--- config.mk ---
export PLATFORM = sky130hd
export DESIGN_NAME = ctrl_fsm
export DESIGN_NICKNAME = d
export VERILOG_FILES = /design/src/rtl/ctrl_fsm_pkg.sv /design/src/rtl/ctrl_alu_dec.sv /design/src/rtl/ctrl_fsm.sv
export SDC_FILE = /design/constraint.sdc
export NUM_CORES = 1
export LEC_CHECK = 0
export CAP_MARGIN = 20
export CORE_UTILIZATION = 36
export DETAILED_ROUTE_END_ITERATION = 16
export PLACE_DENSITY_LB_ADDON = 0.1
export REMOVE_ABC_BUFFERS = 1
export SLEW_MARGIN = 30
export SYNTH_ARGS = -nofsm -noshare
export SYNTH_HDL_FRONTEND = slang
export SYNTH_SLANG_ARGS = --single-unit
--- constraint.sdc ---
create_clock -name clk -period 3.1 [get_ports clk]
set_input_delay 0.93 -clock clk [delete_from_list [all_inputs] [get_ports clk]]
set_output_delay 0.93 -clock clk [all_outputs]
set_load 0.05 [all_outputs]
--- src/rtl/ctrl_fsm_pkg.sv ---
// Shared types and encodings for the multicycle controller and its ALU decoder.
// Optional feature macro: CTRL_BNE_EN (adds bne through the BRANCH state).
package ctrl_fsm_pkg;

  typedef enum logic [3:0] {
    ST_FETCH    = 4'd0,
    ST_DECODE   = 4'd1,
    ST_MEM_ADDR = 4'd2,
    ST_MEM_RD   = 4'd3,
    ST_MEM_WB   = 4'd4,
    ST_MEM_WR   = 4'd5,
    ST_EXEC     = 4'd6,
    ST_ALU_WB   = 4'd7,
    ST_BRANCH   = 4'd8,
    ST_JUMP     = 4'd9
  } state_t;

  localparam logic [5:0] OP_RTYPE = 6'b000000;
  localparam logic [5:0] OP_J     = 6'b000010;
  localparam logic [5:0] OP_BEQ   = 6'b000100;
  localparam logic [5:0] OP_BNE   = 6'b000101;
  localparam logic [5:0] OP_LW    = 6'b100011;
  localparam logic [5:0] OP_SW    = 6'b101011;

  localparam logic [5:0] FN_ADD = 6'b100000;
  localparam logic [5:0] FN_SUB = 6'b100010;
  localparam logic [5:0] FN_AND = 6'b100100;
  localparam logic [5:0] FN_OR  = 6'b100101;

  localparam logic [1:0] ALU_ADD = 2'b00;
  localparam logic [1:0] ALU_SUB = 2'b01;
  localparam logic [1:0] ALU_AND = 2'b10;
  localparam logic [1:0] ALU_OR  = 2'b11;

  localparam logic [1:0] SRCB_REG   = 2'b00;
  localparam logic [1:0] SRCB_ONE   = 2'b01;
  localparam logic [1:0] SRCB_IMM   = 2'b10;
  localparam logic [1:0] SRCB_SHIMM = 2'b11;

  // ALU-op class handed to the funct decoder
  localparam logic [1:0] ALUOP_ADD   = 2'b00;
  localparam logic [1:0] ALUOP_SUB   = 2'b01;
  localparam logic [1:0] ALUOP_FUNCT = 2'b10;

  function automatic logic op_is_branch(input logic [5:0] op);
`ifdef CTRL_BNE_EN
    return (op == OP_BEQ) || (op == OP_BNE);
`else
    return (op == OP_BEQ);
`endif
  endfunction

  function automatic logic op_decoded(input logic [5:0] op);
    return (op == OP_LW) || (op == OP_SW) || (op == OP_RTYPE) ||
           (op == OP_J) || op_is_branch(op);
  endfunction

endpackage

--- src/rtl/ctrl_alu_dec.sv ---
// Maps an ALU-op class plus funct to the 2-bit alu_ctrl code and a funct-illegal flag.
module ctrl_alu_dec
  import ctrl_fsm_pkg::*;
(
  input  logic [1:0] alu_op,
  input  logic [5:0] funct,
  output logic [1:0] alu_ctrl,
  output logic       funct_illegal
);

  always_comb begin
    alu_ctrl      = ALU_ADD;
    funct_illegal = 1'b0;
    case (alu_op)
      ALUOP_ADD: alu_ctrl = ALU_ADD;
      ALUOP_SUB: alu_ctrl = ALU_SUB;
      ALUOP_FUNCT: begin
        case (funct)
          FN_ADD:  alu_ctrl = ALU_ADD;
          FN_SUB:  alu_ctrl = ALU_SUB;
          FN_AND:  alu_ctrl = ALU_AND;
          FN_OR:   alu_ctrl = ALU_OR;
          default: funct_illegal = 1'b1;
        endcase
      end
      default: alu_ctrl = ALU_ADD;
    endcase
  end

endmodule

--- src/rtl/ctrl_fsm.sv ---
// Multicycle MIPS-subset controller: registered state, combinational datapath controls.
// Optional feature macro: CTRL_BNE_EN (bne branches on ~zero; otherwise bne is illegal).
module ctrl_fsm
  import ctrl_fsm_pkg::*;
(
  input  logic       clk,
  input  logic       rst,
  input  logic [5:0] opcode,
  input  logic [5:0] funct,
  input  logic       zero,
  input  logic       mem_ready,
  output logic       alu_srcA,
  output logic [1:0] alu_srcB,
  output logic [1:0] alu_ctrl,
  output logic       pc_en,
  output logic [1:0] pc_source,
  output logic       iord,
  output logic       mem_read,
  output logic       mem_write,
  output logic       ir_write,
  output logic       reg_dst,
  output logic       mem_to_reg,
  output logic       reg_write,
  output logic       illegal,
  output logic [3:0] state
);

  state_t     r_state;
  logic [1:0] w_alu_op;
  logic [1:0] w_alu_ctrl;
  logic       w_funct_illegal;

  assign state = r_state;

  always_ff @(posedge clk) begin
    if (rst) begin
      r_state <= ST_FETCH;
    end else begin
      case (r_state)
        ST_FETCH:    r_state <= mem_ready ? ST_DECODE : ST_FETCH;
        ST_DECODE: begin
          if ((opcode == OP_LW) || (opcode == OP_SW)) r_state <= ST_MEM_ADDR;
          else if (opcode == OP_RTYPE)                r_state <= ST_EXEC;
          else if (op_is_branch(opcode))              r_state <= ST_BRANCH;
          else if (opcode == OP_J)                    r_state <= ST_JUMP;
          else                                        r_state <= ST_FETCH;
        end
        ST_MEM_ADDR: r_state <= (opcode == OP_SW) ? ST_MEM_WR : ST_MEM_RD;
        ST_MEM_RD:   r_state <= mem_ready ? ST_MEM_WB : ST_MEM_RD;
        ST_MEM_WB:   r_state <= ST_FETCH;
        ST_MEM_WR:   r_state <= mem_ready ? ST_FETCH : ST_MEM_WR;
        ST_EXEC:     r_state <= w_funct_illegal ? ST_FETCH : ST_ALU_WB;
        ST_ALU_WB:   r_state <= ST_FETCH;
        ST_BRANCH:   r_state <= ST_FETCH;
        ST_JUMP:     r_state <= ST_FETCH;
        default:     r_state <= ST_FETCH;
      endcase
    end
  end

  // Kept apart from the output block so the decoder path has no apparent loop
  always_comb begin
    case (r_state)
      ST_EXEC:   w_alu_op = ALUOP_FUNCT;
      ST_BRANCH: w_alu_op = ALUOP_SUB;
      default:   w_alu_op = ALUOP_ADD;
    endcase
  end

  ctrl_alu_dec u_alu_dec (
    .alu_op        (w_alu_op),
    .funct         (funct),
    .alu_ctrl      (w_alu_ctrl),
    .funct_illegal (w_funct_illegal)
  );

  always_comb begin
    alu_srcA   = 1'b0;
    alu_srcB   = SRCB_REG;
    alu_ctrl   = w_alu_ctrl;
    pc_en      = 1'b0;
    pc_source  = 2'b00;
    iord       = 1'b0;
    mem_read   = 1'b0;
    mem_write  = 1'b0;
    ir_write   = 1'b0;
    reg_dst    = 1'b0;
    mem_to_reg = 1'b0;
    reg_write  = 1'b0;
    illegal    = 1'b0;
    case (r_state)
      ST_FETCH: begin
        mem_read = 1'b1;
        if (mem_ready) begin
          ir_write = 1'b1;
          pc_en    = 1'b1;
          alu_srcB = SRCB_ONE;
        end else begin
          ir_write = 1'b0;
        end
      end
      ST_DECODE: begin
        alu_srcB = SRCB_SHIMM;
        illegal  = ~op_decoded(opcode);
      end
      ST_MEM_ADDR: begin
        alu_srcA = 1'b1;
        alu_srcB = SRCB_IMM;
      end
      ST_MEM_RD: begin
        iord     = 1'b1;
        mem_read = 1'b1;
      end
      ST_MEM_WB: begin
        reg_write  = 1'b1;
        mem_to_reg = 1'b1;
      end
      ST_MEM_WR: begin
        iord      = 1'b1;
        mem_write = 1'b1;
      end
      ST_EXEC: begin
        alu_srcA = 1'b1;
        illegal  = w_funct_illegal;
      end
      ST_ALU_WB: begin
        reg_write = 1'b1;
        reg_dst   = 1'b1;
      end
      ST_BRANCH: begin
        alu_srcA  = 1'b1;
        pc_source = 2'b01;
`ifdef CTRL_BNE_EN
        pc_en     = (opcode == OP_BNE) ? ~zero : zero;
`else
        pc_en     = zero;
`endif
      end
      ST_JUMP: begin
        pc_source = 2'b10;
        pc_en     = 1'b1;
      end
      default: illegal = 1'b0;
    endcase
    // Reset overrides every control so no access or write leaks out mid-reset
    if (rst) begin
      alu_srcA   = 1'b0;
      alu_srcB   = SRCB_REG;
      alu_ctrl   = ALU_ADD;
      pc_en      = 1'b0;
      pc_source  = 2'b00;
      iord       = 1'b0;
      mem_read   = 1'b0;
      mem_write  = 1'b0;
      ir_write   = 1'b0;
      reg_dst    = 1'b0;
      mem_to_reg = 1'b0;
      reg_write  = 1'b0;
      illegal    = 1'b0;
    end else begin
      alu_ctrl = alu_ctrl;
    end
  end

endmodule

==> flow_summary.ini <==
[sta]
clock.fmax_mhz = 317
setup_viol = 2
fin_ws_ns = -0.0576
rsz0062_at_grt = yes
period_minus_slack_ns = 3.16
slew_headroom_pct = 67.0
timing.setup.tns_ns = -0.0888
fin_skew_ns = 0.000998
hold_viol_final = 0
worst_slew_pin_slew_ns = 0.493
report.final.slew_viol_count = 0
fin_crit_sh_pct = 102

[job]
maxCapViolations = 0

[cts]
cts_max_level = 1
cts_inserted_buffers = 3
insertion_delay_ns = 0.24
ctsHoldBuffers = 0
cts_tree = built
cts_root_buf = clkbuf_4
clkSlewWorstSetupHoldPaths_ns = 0.04
cts_buffer_depth = 2
cts.sink_count = 4

[setup_path]
crit_arrival_ns = 2.23
r2r_slack_ns = 1.31
r2r-start = state[0]$_SDFF_PP0_
r2r-end = state[1]$_SDFF_PP0_
critPathMaxFanout = 3
setup.worst_path.class = input port to primary output
crit_required_ns = 2.17
critPathLaunchType = input port
rr_worst_depth = 7
worstSetupEndpointType = primary output

[grt]
grt_use_met1_pct = 24.6
use_met2_pct = 47.9
grt.total_usage_pct = 24.4
grt_pass1_vias = 854
grt_util_met3_pct = 2.16
grt_max_degree = 10
grt_pass1_wl_um = 3480
grt-ovfl-total = 0
grt.busiest_layer = met2
antenna_found_initial = 0

[drt]
via_per_inst = 5.91
drc_errors = 0
firstDrtPassIters = 4
routedWlPerCell_um = 15.8
postRouteAntennaNets = 0
vias = 969
routed_wl_um = 2590
drt_iter0_markers = 46

[power_and_ir_drop]
p_per_area_nw_per_um2 = 180
leakage_nw = 0.601
ir_drop_mv = 0.198

[floorplan]
core_um2 = 1520
io_pins = 36
dieArea_um2 = 1820
die_y_um = 42.6
die_w_um = 42.6
initial_utilization_pct = 39.0
rows = 14

[cells_and_area]
drive_above_1_share_pct = 44.6
final_common_cell = buf_4
nets = 168
largest_reg_flops = 4
areaGrowthSynthToFinish_pct = 134
antenna_cells = 0
mostFrequentLayoutCells = buf_4 (28), buf_12 (16), nor2_1 (13), dlygate4sd2_1 (11), nand2_1 (7)
multi_input_area_um2 = 547
register_area_um2 = 81.3
num-fill-cells = 64

[logic_synthesis]
yosys_warnings = 0
netlist_top_cells_area = dfxtp_1 (13%), nor2_1 (11%), nand2b_1 (6.3%)
syn_area_um2 = 594
synth.distinct_cells = 35
syn_area_per_cell_um2 = 6.99
synth-seq-cells = 4
synth_top_area_share_pct = 13.5
syn_inst = 85
synth_seq_area_share_pct = 13.5
synth_top_area_cell = dfxtp_1

[worst_hold_path]
min_to = state[3]$_SDFF_PP0_
hp-class = flop to flop
hold-path-cell-count = 1
min_from = state[3]$_SDFF_PP0_

[placement]
dp_slack_ns = -0.310
dp_hpwl_um = 1630
io_buffer_count = 35
gp_congestion = 0.923

[run_status]
outcome = finished with violations
violations = negative setup slack
==> cell usage after synthesis (all sizes together) <==
master and count:
o211ai 1, or2 2, a31oi 2, nor3 6, inv 2, xnor2 1, nand2 7, a32oi 2
o22ai 1, ha 2, or3b 1, a41oi 1, nor4b 3, o32ai 1, and2 1, dfxtp 4
nor2 17, nor2b 1, buf 3, xor2 2, nand3b 3, nand3 1, nand2b 7, o221ai 1
o21ai 4, mux2 2, nor4 2, a21oi 1, or3 1, and4 1, and3 2
==> worst max-delay path, stage by stage <==
cell and delay [ns]:
dlygate4sd2_1 0.27, nand2b_4 0.15, o22ai_2 0.13, a41oi_1 0.16
nor3_1 0.29, buf_4 0.18, buf_12 0.12
==> layer usage <==
layer | vias to the layer above | part of all wire (%)
met5 | - | 0
met4 | 0 | 4.0
met3 | 15 | 6.8
met2 | 68 | 49
met1 | 442 | 40
li1 | 444 | -
==> report_power, final <==
part | leakage (nW) | internal, mW | switching, mW
combinational | 0.554 | 0.0605 | 0.0619
clock | 0.0138 | 0.0438 | 0.0287
sequential | 0.0330 | 0.0527 | 0.00247
==> cell families after synthesis <==
logic type	count (synthesis)	synth area share [%]
flops	4	13.5
simple gates	55	53.3
buf+inv	5	4.84
compound gates	14	16.0
mux	2	3.79
xor+xnor	3	4.42
fa+ha+maj	2	4.21
==> timing repair <==
item | CTS | global route
pin swaps | 8 | 2
setup buffers | 7 | 1
resized for setup | 20 | 8
setup endpoints to repair | 9 | 4
cloned | 0 | 0
==> how the worst max path moves through the flow <==
stage | endpoint | from | slack (ns) | depth (start not counted)
global placement | illegal | funct[2] | -0.20 | 6
floorplan | illegal | state[1]$_SDFF_PP0_ | -0.61 | 5
detailed placement | illegal | opcode[1] | -0.31 | 7
global route | alu_ctrl[0] | state[0]$_SDFF_PP0_ | -0.10 | 7
CTS | illegal | opcode[2] | -0.04 | 7
finish | alu_ctrl[0] | funct[0] | -0.06 | 7
==> metrics by stage <==
| stage | hold slack, ns | cell area [µm²] | power, mW | utilization (%) | std cells |
|---|---|---|---|---|---|
| 4_1_cts | 0.603 | 1350 | 0.237 | 88.8 | 163 |
| 3_5_place_dp | 0.587 | 1250 | 0.169 | 82.3 | 153 |
| 2_1_floorplan | 0.868 | 573 | 0.100 | - | 82 |
| 3_3_place_gp | 0.589 | 1250 | 0.166 | 82.3 | 153 |
| 6_report | 0.616 | 1390 | 0.250 | 91.2 | 164 |
| 5_1_grt | 0.633 | 1390 | 0.258 | 91.2 | 164 |
==> layout make-up <==
class                      count  area share, %
timing repair buffer          63           51.2
inverter                       2          0.540
clock buffer                   3           1.62
tap                           16           1.44
multi-input combinational     76           39.3
sequential                     4           5.85
(Power assumes the default switching activity.)
